--- src/rtl/mem_access_unit_if.sv ---
// Request, response and data-memory signals of the memory access unit.
interface mem_access_unit_if #(
  parameter int unsigned ADDR_W = 32
) ();
  // Requester side
  logic              req_valid;
  logic              req_ready;
  logic              req_we;
  logic [1:0]        req_size;
  logic              req_signed;
  logic [ADDR_W-1:0] req_addr;
  logic [31:0]       req_wdata;
  // Response to the load extender
  logic              rsp_valid;
  logic [31:0]       rsp_data;
  logic              rsp_signed;
  logic [1:0]        rsp_size;
  logic              rsp_err;
  // Data memory side
  logic              mem_req;
  logic              mem_we;
  logic [ADDR_W-1:0] mem_addr;
  logic [3:0]        mem_be;
  logic [31:0]       mem_wdata;
  logic [31:0]       mem_rdata;
  logic              mem_ack;

  // The unit itself
  modport slave (
    input  req_valid, req_we, req_size, req_signed, req_addr, req_wdata, mem_rdata, mem_ack,
    output req_ready, rsp_valid, rsp_data, rsp_signed, rsp_size, rsp_err,
    output mem_req, mem_we, mem_addr, mem_be, mem_wdata
  );

  // Environment: requester plus data memory
  modport master (
    output req_valid, req_we, req_size, req_signed, req_addr, req_wdata, mem_rdata, mem_ack,
    input  req_ready, rsp_valid, rsp_data, rsp_signed, rsp_size, rsp_err,
    input  mem_req, mem_we, mem_addr, mem_be, mem_wdata
  );
endinterface

--- src/rtl/mem_access_unit.sv ---
// Load/store unit: alignment check, lane steering, req/ack memory handshake with timeout.
module mem_access_unit #(
  parameter int unsigned ADDR_W  = 32,
  parameter int unsigned DATA_W  = 32,
  parameter int unsigned TIMEOUT = 15
) (
  input logic               clk,
  input logic               rst_n,
  mem_access_unit_if.slave  bus
);

  localparam int unsigned    CntW   = (TIMEOUT > 1) ? $clog2(TIMEOUT) : 1;
  localparam logic [CntW-1:0] CntMax = CntW'(TIMEOUT - 1);

  typedef enum logic [1:0] {StIdle, StBusy, StResp} state_e;

  state_e state_q, state_d;

  // Latched request
  logic              we_q;
  logic [1:0]        size_q;
  logic              signed_q;
  logic [ADDR_W-1:0] addr_q;
  logic [DATA_W-1:0] wdata_q;
  logic [CntW-1:0]   cnt_q;

  // Response registers, held between pulses
  logic [DATA_W-1:0] rsp_data_q;
  logic              rsp_signed_q;
  logic [1:0]        rsp_size_q;
  logic              rsp_err_q;

  logic              accept, misaligned, timeout;
  logic [3:0]        be;
  logic [DATA_W-1:0] lane_wdata, rd_shift, load_data;

  assign accept  = (state_q == StIdle) && bus.req_valid;
  assign timeout = (cnt_q == CntMax);

  // Alignment check on the incoming request
  always_comb begin
    unique case (bus.req_size)
      2'b00:   misaligned = 1'b0;
      2'b01:   misaligned = bus.req_addr[0];
      2'b10:   misaligned = (bus.req_addr[1:0] != 2'b00);
      default: misaligned = 1'b1;
    endcase
  end

  // Byte enables, replicated store data and right-aligned load data from the latched request
  always_comb begin
    be         = 4'b0000;
    lane_wdata = wdata_q;
    rd_shift   = bus.mem_rdata >> {addr_q[1:0], 3'b000};
    load_data  = rd_shift;
    unique case (size_q)
      2'b00: begin
        be         = 4'b0001 << addr_q[1:0];
        lane_wdata = {4{wdata_q[7:0]}};
        load_data  = {24'h0, rd_shift[7:0]};
      end
      2'b01: begin
        be         = addr_q[1] ? 4'b1100 : 4'b0011;
        lane_wdata = {2{wdata_q[15:0]}};
        load_data  = {16'h0, rd_shift[15:0]};
      end
      default: be = 4'b1111;
    endcase
  end

  // State register
  always_ff @(posedge clk or negedge rst_n) begin
    if (!rst_n) state_q <= StIdle;
    else        state_q <= state_d;
  end

  // Next-state logic; ack wins over a simultaneous timeout
  always_comb begin
    state_d = state_q;
    unique case (state_q)
      StIdle: if (bus.req_valid) state_d = misaligned ? StResp : StBusy;
      StBusy: if (bus.mem_ack || timeout) state_d = StResp;
      StResp: state_d = StIdle;
      default: state_d = StIdle;
    endcase
  end

  // FSM outputs; memory bus is zero outside BUSY
  always_comb begin
    bus.req_ready = (state_q == StIdle);
    bus.rsp_valid = (state_q == StResp);
    bus.mem_req   = 1'b0;
    bus.mem_we    = 1'b0;
    bus.mem_addr  = '0;
    bus.mem_be    = 4'b0000;
    bus.mem_wdata = '0;
    if (state_q == StBusy) begin
      bus.mem_req   = 1'b1;
      bus.mem_we    = we_q;
      bus.mem_addr  = {addr_q[ADDR_W-1:2], 2'b00};
      bus.mem_be    = be;
      bus.mem_wdata = lane_wdata;
    end
  end

  // Request latch, wait counter and response registers
  always_ff @(posedge clk or negedge rst_n) begin
    if (!rst_n) begin
      we_q         <= 1'b0;
      size_q       <= 2'b00;
      signed_q     <= 1'b0;
      addr_q       <= '0;
      wdata_q      <= '0;
      cnt_q        <= '0;
      rsp_data_q   <= '0;
      rsp_signed_q <= 1'b0;
      rsp_size_q   <= 2'b00;
      rsp_err_q    <= 1'b0;
    end else begin
      if (accept) begin
        we_q     <= bus.req_we;
        size_q   <= bus.req_size;
        signed_q <= bus.req_signed;
        addr_q   <= bus.req_addr;
        wdata_q  <= bus.req_wdata;
        cnt_q    <= '0;
        if (misaligned) begin
          rsp_data_q   <= '0;
          rsp_signed_q <= bus.req_signed;
          rsp_size_q   <= bus.req_size;
          rsp_err_q    <= 1'b1;
        end
      end
      if (state_q == StBusy) begin
        if (bus.mem_ack) begin
          rsp_data_q   <= we_q ? '0 : load_data;
          rsp_signed_q <= signed_q;
          rsp_size_q   <= size_q;
          rsp_err_q    <= 1'b0;
        end else if (timeout) begin
          rsp_data_q   <= '0;
          rsp_signed_q <= signed_q;
          rsp_size_q   <= size_q;
          rsp_err_q    <= 1'b1;
        end else begin
          cnt_q <= cnt_q + 1'b1;
        end
      end
    end
  end

  assign bus.rsp_data   = rsp_data_q;
  assign bus.rsp_signed = rsp_signed_q;
  assign bus.rsp_size   = rsp_size_q;
  assign bus.rsp_err    = rsp_err_q;

endmodule

--- src/flat_wrapper.sv ---
// flat-port wrapper written by rule: the top's interface ports become plain ports
module mem_access_unit_flat 
#(
  parameter int unsigned ADDR_W  = 32,
  parameter int unsigned DATA_W  = 32,
  parameter int unsigned TIMEOUT = 15
)
  (clk, rst_n, bus_req_valid, bus_req_we, bus_req_size, bus_req_signed, bus_req_addr, bus_req_wdata, bus_mem_rdata, bus_mem_ack, bus_req_ready, bus_rsp_valid, bus_rsp_data, bus_rsp_signed, bus_rsp_size, bus_rsp_err, bus_mem_req, bus_mem_we, bus_mem_addr, bus_mem_be, bus_mem_wdata);
  mem_access_unit_if #(.ADDR_W(ADDR_W)) bus_i ();
  input logic clk;
  input logic rst_n;
  input wire logic [$bits(bus_i.req_valid)-1:0] bus_req_valid;
  input wire logic [$bits(bus_i.req_we)-1:0] bus_req_we;
  input wire logic [$bits(bus_i.req_size)-1:0] bus_req_size;
  input wire logic [$bits(bus_i.req_signed)-1:0] bus_req_signed;
  input wire logic [$bits(bus_i.req_addr)-1:0] bus_req_addr;
  input wire logic [$bits(bus_i.req_wdata)-1:0] bus_req_wdata;
  input wire logic [$bits(bus_i.mem_rdata)-1:0] bus_mem_rdata;
  input wire logic [$bits(bus_i.mem_ack)-1:0] bus_mem_ack;
  output wire logic [$bits(bus_i.req_ready)-1:0] bus_req_ready;
  output wire logic [$bits(bus_i.rsp_valid)-1:0] bus_rsp_valid;
  output wire logic [$bits(bus_i.rsp_data)-1:0] bus_rsp_data;
  output wire logic [$bits(bus_i.rsp_signed)-1:0] bus_rsp_signed;
  output wire logic [$bits(bus_i.rsp_size)-1:0] bus_rsp_size;
  output wire logic [$bits(bus_i.rsp_err)-1:0] bus_rsp_err;
  output wire logic [$bits(bus_i.mem_req)-1:0] bus_mem_req;
  output wire logic [$bits(bus_i.mem_we)-1:0] bus_mem_we;
  output wire logic [$bits(bus_i.mem_addr)-1:0] bus_mem_addr;
  output wire logic [$bits(bus_i.mem_be)-1:0] bus_mem_be;
  output wire logic [$bits(bus_i.mem_wdata)-1:0] bus_mem_wdata;
  assign bus_i.req_valid = bus_req_valid;
  assign bus_i.req_we = bus_req_we;
  assign bus_i.req_size = bus_req_size;
  assign bus_i.req_signed = bus_req_signed;
  assign bus_i.req_addr = bus_req_addr;
  assign bus_i.req_wdata = bus_req_wdata;
  assign bus_i.mem_rdata = bus_mem_rdata;
  assign bus_i.mem_ack = bus_mem_ack;
  assign bus_req_ready = bus_i.req_ready;
  assign bus_rsp_valid = bus_i.rsp_valid;
  assign bus_rsp_data = bus_i.rsp_data;
  assign bus_rsp_signed = bus_i.rsp_signed;
  assign bus_rsp_size = bus_i.rsp_size;
  assign bus_rsp_err = bus_i.rsp_err;
  assign bus_mem_req = bus_i.mem_req;
  assign bus_mem_we = bus_i.mem_we;
  assign bus_mem_addr = bus_i.mem_addr;
  assign bus_mem_be = bus_i.mem_be;
  assign bus_mem_wdata = bus_i.mem_wdata;
  mem_access_unit #(.ADDR_W(ADDR_W), .DATA_W(DATA_W), .TIMEOUT(TIMEOUT)) u_core (.clk(clk), .rst_n(rst_n), .bus(bus_i));
endmodule
--- config.mk ---
export PLATFORM = sky130hd
export DESIGN_NAME = mem_access_unit_flat
export DESIGN_NICKNAME = d
export VERILOG_FILES = /design/src/rtl/mem_access_unit_if.sv /design/src/rtl/mem_access_unit.sv /design/src/flat_wrapper.sv
export SDC_FILE = /design/constraint.sdc
export NUM_CORES = 1
export LEC_CHECK = 0
export ABC_CLOCK_PERIOD_IN_PS = 1900
export CORE_MARGIN = 1.5
export CORE_UTILIZATION = 30
export CTS_BUF_LIST = sky130_fd_sc_hd__clkbuf_8
export CTS_CLUSTER_SIZE = 25
export DETAILED_ROUTE_END_ITERATION = 16
export GPL_TIMING_DRIVEN = 0
export PLACE_DENSITY = 0.67
export SLEW_MARGIN = 10
export SYNTH_ARGS = -nofsm -noshare
export SYNTH_HDL_FRONTEND = slang
export SYNTH_SLANG_ARGS = --single-unit
--- constraint.sdc ---
create_clock -name clk -period 1.9 [get_ports clk]
set_clock_uncertainty 0.1 [all_clocks]
set_input_delay 0.19 -clock clk [delete_from_list [all_inputs] [get_ports clk]]
set_output_delay 0.19 -clock clk [all_outputs]
set_load 0.01 [all_outputs]
==> flow_metrics.tcl, run 1 <==
set metrics [dict create \
    status "finished, violations left" \
    violations "negative setup slack" \
    fin_nets 980 \
    synthCells 617 \
    avgSynthCellArea_um2 8.81 \
    dp_worst_setup_slack_ns -0.604 \
    wirelength_mm 18.6 \
    ys_warn_count 0 \
    fmax_ghz 0.500 \
    power_frac_comb_pct 45.8 \
    syn2layout_area_growth_pct 62.1 \
    ir_drop_mv 0.497 \
    hold_viol 0 \
    fin_cells 1109 \
    seq_area_um2 2760 \
    htreeDepth 3 \
    drv_cap 0 \
    min_period_over_period_pct 105 \
    grt_max_degree 73 \
    p_int_uw 5710 \
    final_cell_mix "236 x nand2_1, 138 x clkdlybuf4s50_1, 108 x dfrtp_1, 46 x buf_2, 43 x buf_6" \
    clockBufferDepth 2 \
    antenna_left 0 \
    die_x_um 138 \
    multi_input_area_um2 2740 \
    post-dp-hpwl_mm 12.9 \
    tightest_slew_ns 0.581 \
    antenna_found_initial 0 \
    async_flop_share_pct 100 \
    clock-sinks 110 \
    vias 5255 \
    ys.flop_type "dfrtp_1" \
    cp-end-kind "primary output" \
    drive_gt1_share_pct 27.1 \
    rows 49 \
    ys_types 45 \
    worst_setup_path_start_kind "register" \
    grt.overflow.total 0 \
    worstSetupPathType "reg2out" \
    grt.total_usage_pct 19.6 \
    crit_arrival_ns 1.71 \
    finalMaxSlewViolations 0 \
    drt-vias-per-instance 4.74 \
    pin_count 212 \
    first_pass_iters 4 \
    detail_route.iter0.violations 213 \
    port_buffers 209 \
    tritoncts "yes" \
    core_um2 17800 \
    powerDensity_nw_per_um2 1030 \
    start_util_pct 30.5 \
    die_h_um 138 \
    final_common_cell "nand2_1" \
    root_buffer "clkbuf_8" \
    p_leak_uw 0.00426 \
    grt_pass1_vias 5195 \
    rsz0062_at_grt "true" \
    place.gp.congestion 0.827 \
    numCtsBuffers 9 \
    die_area_um2 18900 \
    grt_pass1_wl_mm 28.3 \
    synth.cell_area_um2 5430 \
    path_max_fanout 6 \
    slew_headroom_pct 61.2 \
    clkLatencyLatePin_ns 0.39 \
    setup_viol 15 \
    post_drt_wl_per_cell_um 16.8 \
    p_sw_uw 3380 \
    drc 0 \
    final.min_clock_period_ns 2.00 \
    synth_edf_count 0 \
    cp_slowest_cell "dfrtp_1" \
    critPathMaxStageDelay_ns 0.39 \
    synth-seq-area-share_pct 50.7 \
    place_inst 1057 \
    path_cells "buf_6, buf_12, nor2_4, buf_6, nand2_2, a21oi_2, buf_2" \
    critPathRequiredTime_ns 1.61 \
    pwr-share-clk_pct 16.7 \
    switching_share_pct 37.2 \
    ys_ff_latch 110 \
    fillers 1675 \
    layout_setup_ws_ns -0.0998 \
    cp_common_cell "buf_6" \
    clk_transition_reported_paths_ns 0.11 \
    seq_power_share_pct 37.6 \
    hp-class "in2async" \
]
==> worst max-delay path, delay by kind of cell, from the launching register on <==
| family | cells | cell delay [ns] |
|---|---|---|
| buffers and inverters | 4 | 0.57 |
| DFF | 1 | 0.39 |
| AOI/OAI and AO/OA | 1 | 0.15 |
| and+or+nand+nor | 2 | 0.20 |
==> metrics by stage <==
stage	setup TNS [ns]	area (um2)	util (%)	hold WS (ns)	total power, uW
2_1_floorplan	0	5440	-	-0.206	5100
3_3_place_gp	-486.02	7820	43.8	0.349	6640
3_5_place_dp	-45.90	7840	44.0	0.0333	6690
4_1_cts	-1.65	8500	47.6	0.167	8810
5_1_grt	-2.95	8800	49.3	0.189	9690
6_report	-1.10	8810	49.4	0.172	9090
==> timing repair <==
item                       in CTS  in global routing
setup endpoints to repair     145                129
gates cloned                    2                  3
resized for setup             411                 69
pin swaps                      19                 14
hold endpoints to repair       38                  0
hold buffers                    1                  0
setup buffers                  27                 10
==> kinds of logic (layout without fill, tap and decap cells) <==
group | after synthesis | count (layout) | synth area share (%)
and+or+nand+nor | 327 | 327 | 25.8
DFF | 110 | 110 | 50.7
AOI/OAI and AO/OA | 85 | 85 | 11.0
buffers and inverters | 51 | 312 | 4.44
muxes | 41 | 41 | 7.55
adders and majority gates | 2 | 2 | 0.461
other | 1 | 3 | 0.0690
==> per-layer routing <==
metal | global-route usage [%] | vias to the layer above | wire, um
met1 | 25.5 | 2508 | 7930
met4 | 4.09 | 0 | 173
li1 | - | 2534 | -
met3 | 6.48 | 17 | 1700
met2 | 31.7 | 196 | 8780
met5 | 0 | - | 0
==> final cells by class <==
| type | count | share of cell area, % |
|---|---|---|
| Timing Repair Buffer | 252 | 27.1 |
| Antenna cell | 1 | 0.0284 |
| Sequential cell | 110 | 31.3 |
| Inverter | 6 | 0.341 |
| Clock buffer | 9 | 1.41 |
| Clock inverter | 7 | 0.924 |
| Multi-Input combinational cell | 457 | 31.1 |
| Buffer | 38 | 4.58 |
| Tap cell | 229 | 3.25 |
==> synth_stat cells, types with 2 or more instances <==
cell type	instances	area, um2
inv_1	4	15.0
ha_1	2	25.0
and2_1	40	250
nand2_1	240	901
buf_6	4	45.0
dfrtp_1	110	2750
nor2b_1	2	12.5
a21oi_1	23	115
a32o_1	8	80.1
a22o_1	16	140
o2bb2ai_1	8	70.1
buf_4	2	15.0
nor2_1	30	113
buf_2	10	50.1
clkbuf_1	19	71.3
nand3_2	2	20.0
o21ai_0	15	75.1
nand3_1	2	10.0
inv_2	2	7.51
or3_1	2	12.5
a21o_1	3	22.5
buf_1	10	37.5
mux2i_1	41	410
==> power groups by stage <==
stage                     Combinational [uW]  Clock (uW)  Sequential [uW]
final                                   4160        1520             3420
after global routing                    4530        1670             3500
after CTS                               3860        1570             3370
after detailed placement                3300           0             3390
after global placement                  3260           0             3370
after floorplan                         1750           0             3350
==> final timing paths <==
| check | start | endpoint | slack [ns] | cells after the start |
|---|---|---|---|---|
| setup / recovery | u_core.size_q[0]$_DFFE_PN0P_ | bus_mem_wdata[15] | -0.1 | 7 |
| hold / removal | rst_n | u_core.bus.rsp_data[11]$_DFF_PN0_ | 0.17 | 2 |
| setup reg to reg | u_core.state_q[0]$_DFFE_PN0P_ | u_core.bus.rsp_data[14]$_DFF_PN0_ | 0.06 | 7 |
| hold reg to reg | u_core.addr_q[8]$_DFFE_PN0P_ | u_core.addr_q[8]$_DFFE_PN0P_ | 0.38 | 2 |
| max in group asynchronous | rst_n | u_core.state_q[0]$_DFFE_PN0P_ | 0.80 | 3 |
| min in group clk | bus_req_addr[21] | u_core.addr_q[21]$_DFFE_PN0P_ | 0.20 | 3 |
==> sequential cells by signal (all words and copies together), names as in the netlist <==
register               flops
u_core.addr_q             32
u_core.bus.rsp_data       32
u_core.bus.rsp_err         1
u_core.bus.rsp_signed      1
u_core.bus.rsp_size        2
u_core.cnt_q               4
u_core.signed_q            1
u_core.size_q              2
u_core.state_q             2
u_core.wdata_q            32
u_core.we_q                1
Power figures use the tool's default switching activity.
==> run 2: changes to the inputs <==
ABC_CLOCK_PERIOD_IN_PS = 2500   (was 1900)
PLACE_DENSITY = 0.65   (was 0.67)
RECOVER_POWER = 25   (was default)
clock period = 2.5 ns   (was 1.9 ns; I/O delays follow)
==> flow_metrics.tcl, run 2 (synthesized netlist as in run 1, its figures left out) <==
set metrics [dict create \
    clockBufferDepth 2 \
    htreeDepth 3 \
    vias 5069 \
    slew_headroom_pct 18.0 \
    setup_viol 0 \
    switching_share_pct 35.3 \
    grt_max_degree 67 \
    post_drt_wl_per_cell_um 16.0 \
    crit_arrival_ns 2.06 \
    timing.rr.end "u_core.bus.rsp_data[11]$_DFF_PN0_" \
    power_frac_comb_pct 39.9 \
    first_pass_iters 4 \
    powerDensity_nw_per_um2 774 \
    tritoncts "yes" \
    detail_route.iter0.violations 200 \
    place_inst 1057 \
    drive_gt1_share_pct 7.33 \
    critPathRequiredTime_ns 2.15 \
    status "completed" \
    path_max_fanout 10 \
    tightest_slew_ns 1.23 \
    fin_nets 947 \
    hp-class "in2reg" \
    cp-end-kind "primary output" \
    final_common_cell "nand2_1" \
    ir_drop_mv 0.422 \
    root_buffer "clkbuf_8" \
    die_x_um 138 \
    r2r_cells 8 \
    grt_pass1_vias 4888 \
    cp-startpoint "u_core.size_q[0]$_DFFE_PN0P_" \
    finalMaxSlewViolations 0 \
    drv_cap 0 \
    final_cell_mix "240 x nand2_1, 177 x clkdlybuf4s50_1, 108 x dfrtp_1, 40 x mux2i_1, 40 x and2_1" \
    crit_end "bus_mem_wdata[10]" \
    antenna_found_initial 0 \
    pin_count 212 \
    seq_power_share_pct 40.3 \
    port_buffers 209 \
    rows 49 \
    wirelength_mm 17.2 \
    p_sw_uw 2250 \
    fin_cells 1075 \
    final.min_clock_period_ns 2.41 \
    worstSetupPathType "reg2out" \
    core_um2 17800 \
    worst_setup_path_start_kind "register" \
    p_int_uw 4120 \
    clk_transition_reported_paths_ns 0.10 \
    place.gp.congestion 0.809 \
    hold_viol 0 \
    antenna_left 0 \
    post-dp-hpwl_mm 12.7 \
    ff2ff_setup_slack_ns 0.51 \
    die_area_um2 18900 \
    grt_pass1_wl_mm 26.5 \
    grt.total_usage_pct 18.4 \
    p_leak_uw 0.00416 \
    rr_startpoint "u_core.cnt_q[0]$_DFF_PN0_" \
    fmax_ghz 0.416 \
    total_power_uw 6370 \
    min_period_over_period_pct 96.2 \
    drc 0 \
    grt.overflow.total 0 \
    drt-vias-per-instance 4.72 \
    diodes 0 \
    pwr-share-clk_pct 19.8 \
    die_h_um 138 \
    clkLatencyLatePin_ns 0.39 \
    numCtsBuffers 9 \
    start_util_pct 30.5 \
    syn2layout_area_growth_pct 51.5 \
    clock-sinks 110 \
]
## run 2: changes by cell type in the layout (fill, tap and decap cells not counted), sizes merged, moves of 2 or more
cell	change
clkinv	-2
dlygate4sd2	+11
buf	-104
clkbuf	+7
dlymetal6s2s	+18
clkdlybuf4s50	+39
inv	-2
## run 2: timing repair
action | CTS | global route
pin swaps | 1 | 1
resized for setup | 44 | 31
hold buffers | 1 | 0
buffers inserted | 2 | 2
hold endpoints to repair | 44 | 0
setup endpoints to repair | 67 | 52
## run 2: power groups by stage
stage	registers (uW)	clock network, uW	logic [uW]
2_1_floorplan	2550	0	1330
3_3_place_gp	2560	0	2470
3_5_place_dp	2570	0	2500
4_1_cts	2560	1310	2550
5_1_grt	2640	1370	2800
6_report	2570	1260	2540
## run 2: layout make-up
class                      count  area (um2)
clock inverter                 4        68.8
buffer                        42         277
fill                        1758        9610
sequential                   110        2760
tap                          229         287
inverter                       6        31.3
clock buffer                  12         165
timing repair buffer         215        2180
multi-input combinational    457        2460
## run 2: critical path, cell delays in order (launching register included)
cell and delay (ns):
dfrtp_1 0.37, clkbuf_4 0.17, buf_8 0.16, nor2_4 0.18, nand2_1 0.08, a21oi_1 0.12
clkdlybuf4s50_1 0.57
## run 2: how the worst min path moves through the flow
| stage | startpoint | to | slack, ns | depth (start not counted) |
|---|---|---|---|---|
| 6_report | bus_req_addr[21] | u_core.addr_q[21]$_DFFE_PN0P_ | 0.27 | 3 |
| 3_5_place_dp | rst_n | u_core.bus.rsp_data[28]$_DFF_PN0_ | 0.11 | 1 |
| 2_1_floorplan | rst_n | u_core.addr_q[0]$_DFFE_PN0P_ | -0.15 | 0 |
| 4_1_cts | bus_req_addr[21] | u_core.addr_q[21]$_DFFE_PN0P_ | 0.24 | 3 |
| 3_3_place_gp | u_core.addr_q[15]$_DFFE_PN0P_ | u_core.addr_q[15]$_DFFE_PN0P_ | 0.35 | 2 |
| 5_1_grt | bus_req_addr[22] | u_core.addr_q[22]$_DFFE_PN0P_ | 0.25 | 3 |
## run 2: metal layers
layer  GRT usage [%]  up-vias  share of wire [%]
li1                -     2463                  -
met1            23.5     2400                 43
met2            29.2      185                 46
met3            6.99       21                9.7
met4            5.09        0                1.4
met5               0        -                  0
## run 2: per-stage QoR
stage	setup TNS (ns)	instance area (um2)	setup slack, ns	utilization, %	hold WS, ns
4_1_cts	0	8150	0.00643	45.7	0.244
6_report	0	8230	0.0943	46.1	0.268
3_5_place_dp	-0.152	7840	-0.0418	44.0	0.112
3_3_place_gp	-385.95	7820	-3.51	43.8	0.348
5_1_grt	-0.00342	8230	-0.00203	46.1	0.248
2_1_floorplan	0	5440	0.693	-	-0.146
==> run 3: changes to the inputs <==
SLEW_MARGIN = 20   (was 10)
==> results of run 3 <==
Same layout as run 2: the final DEF is identical, and so are final timing and power.
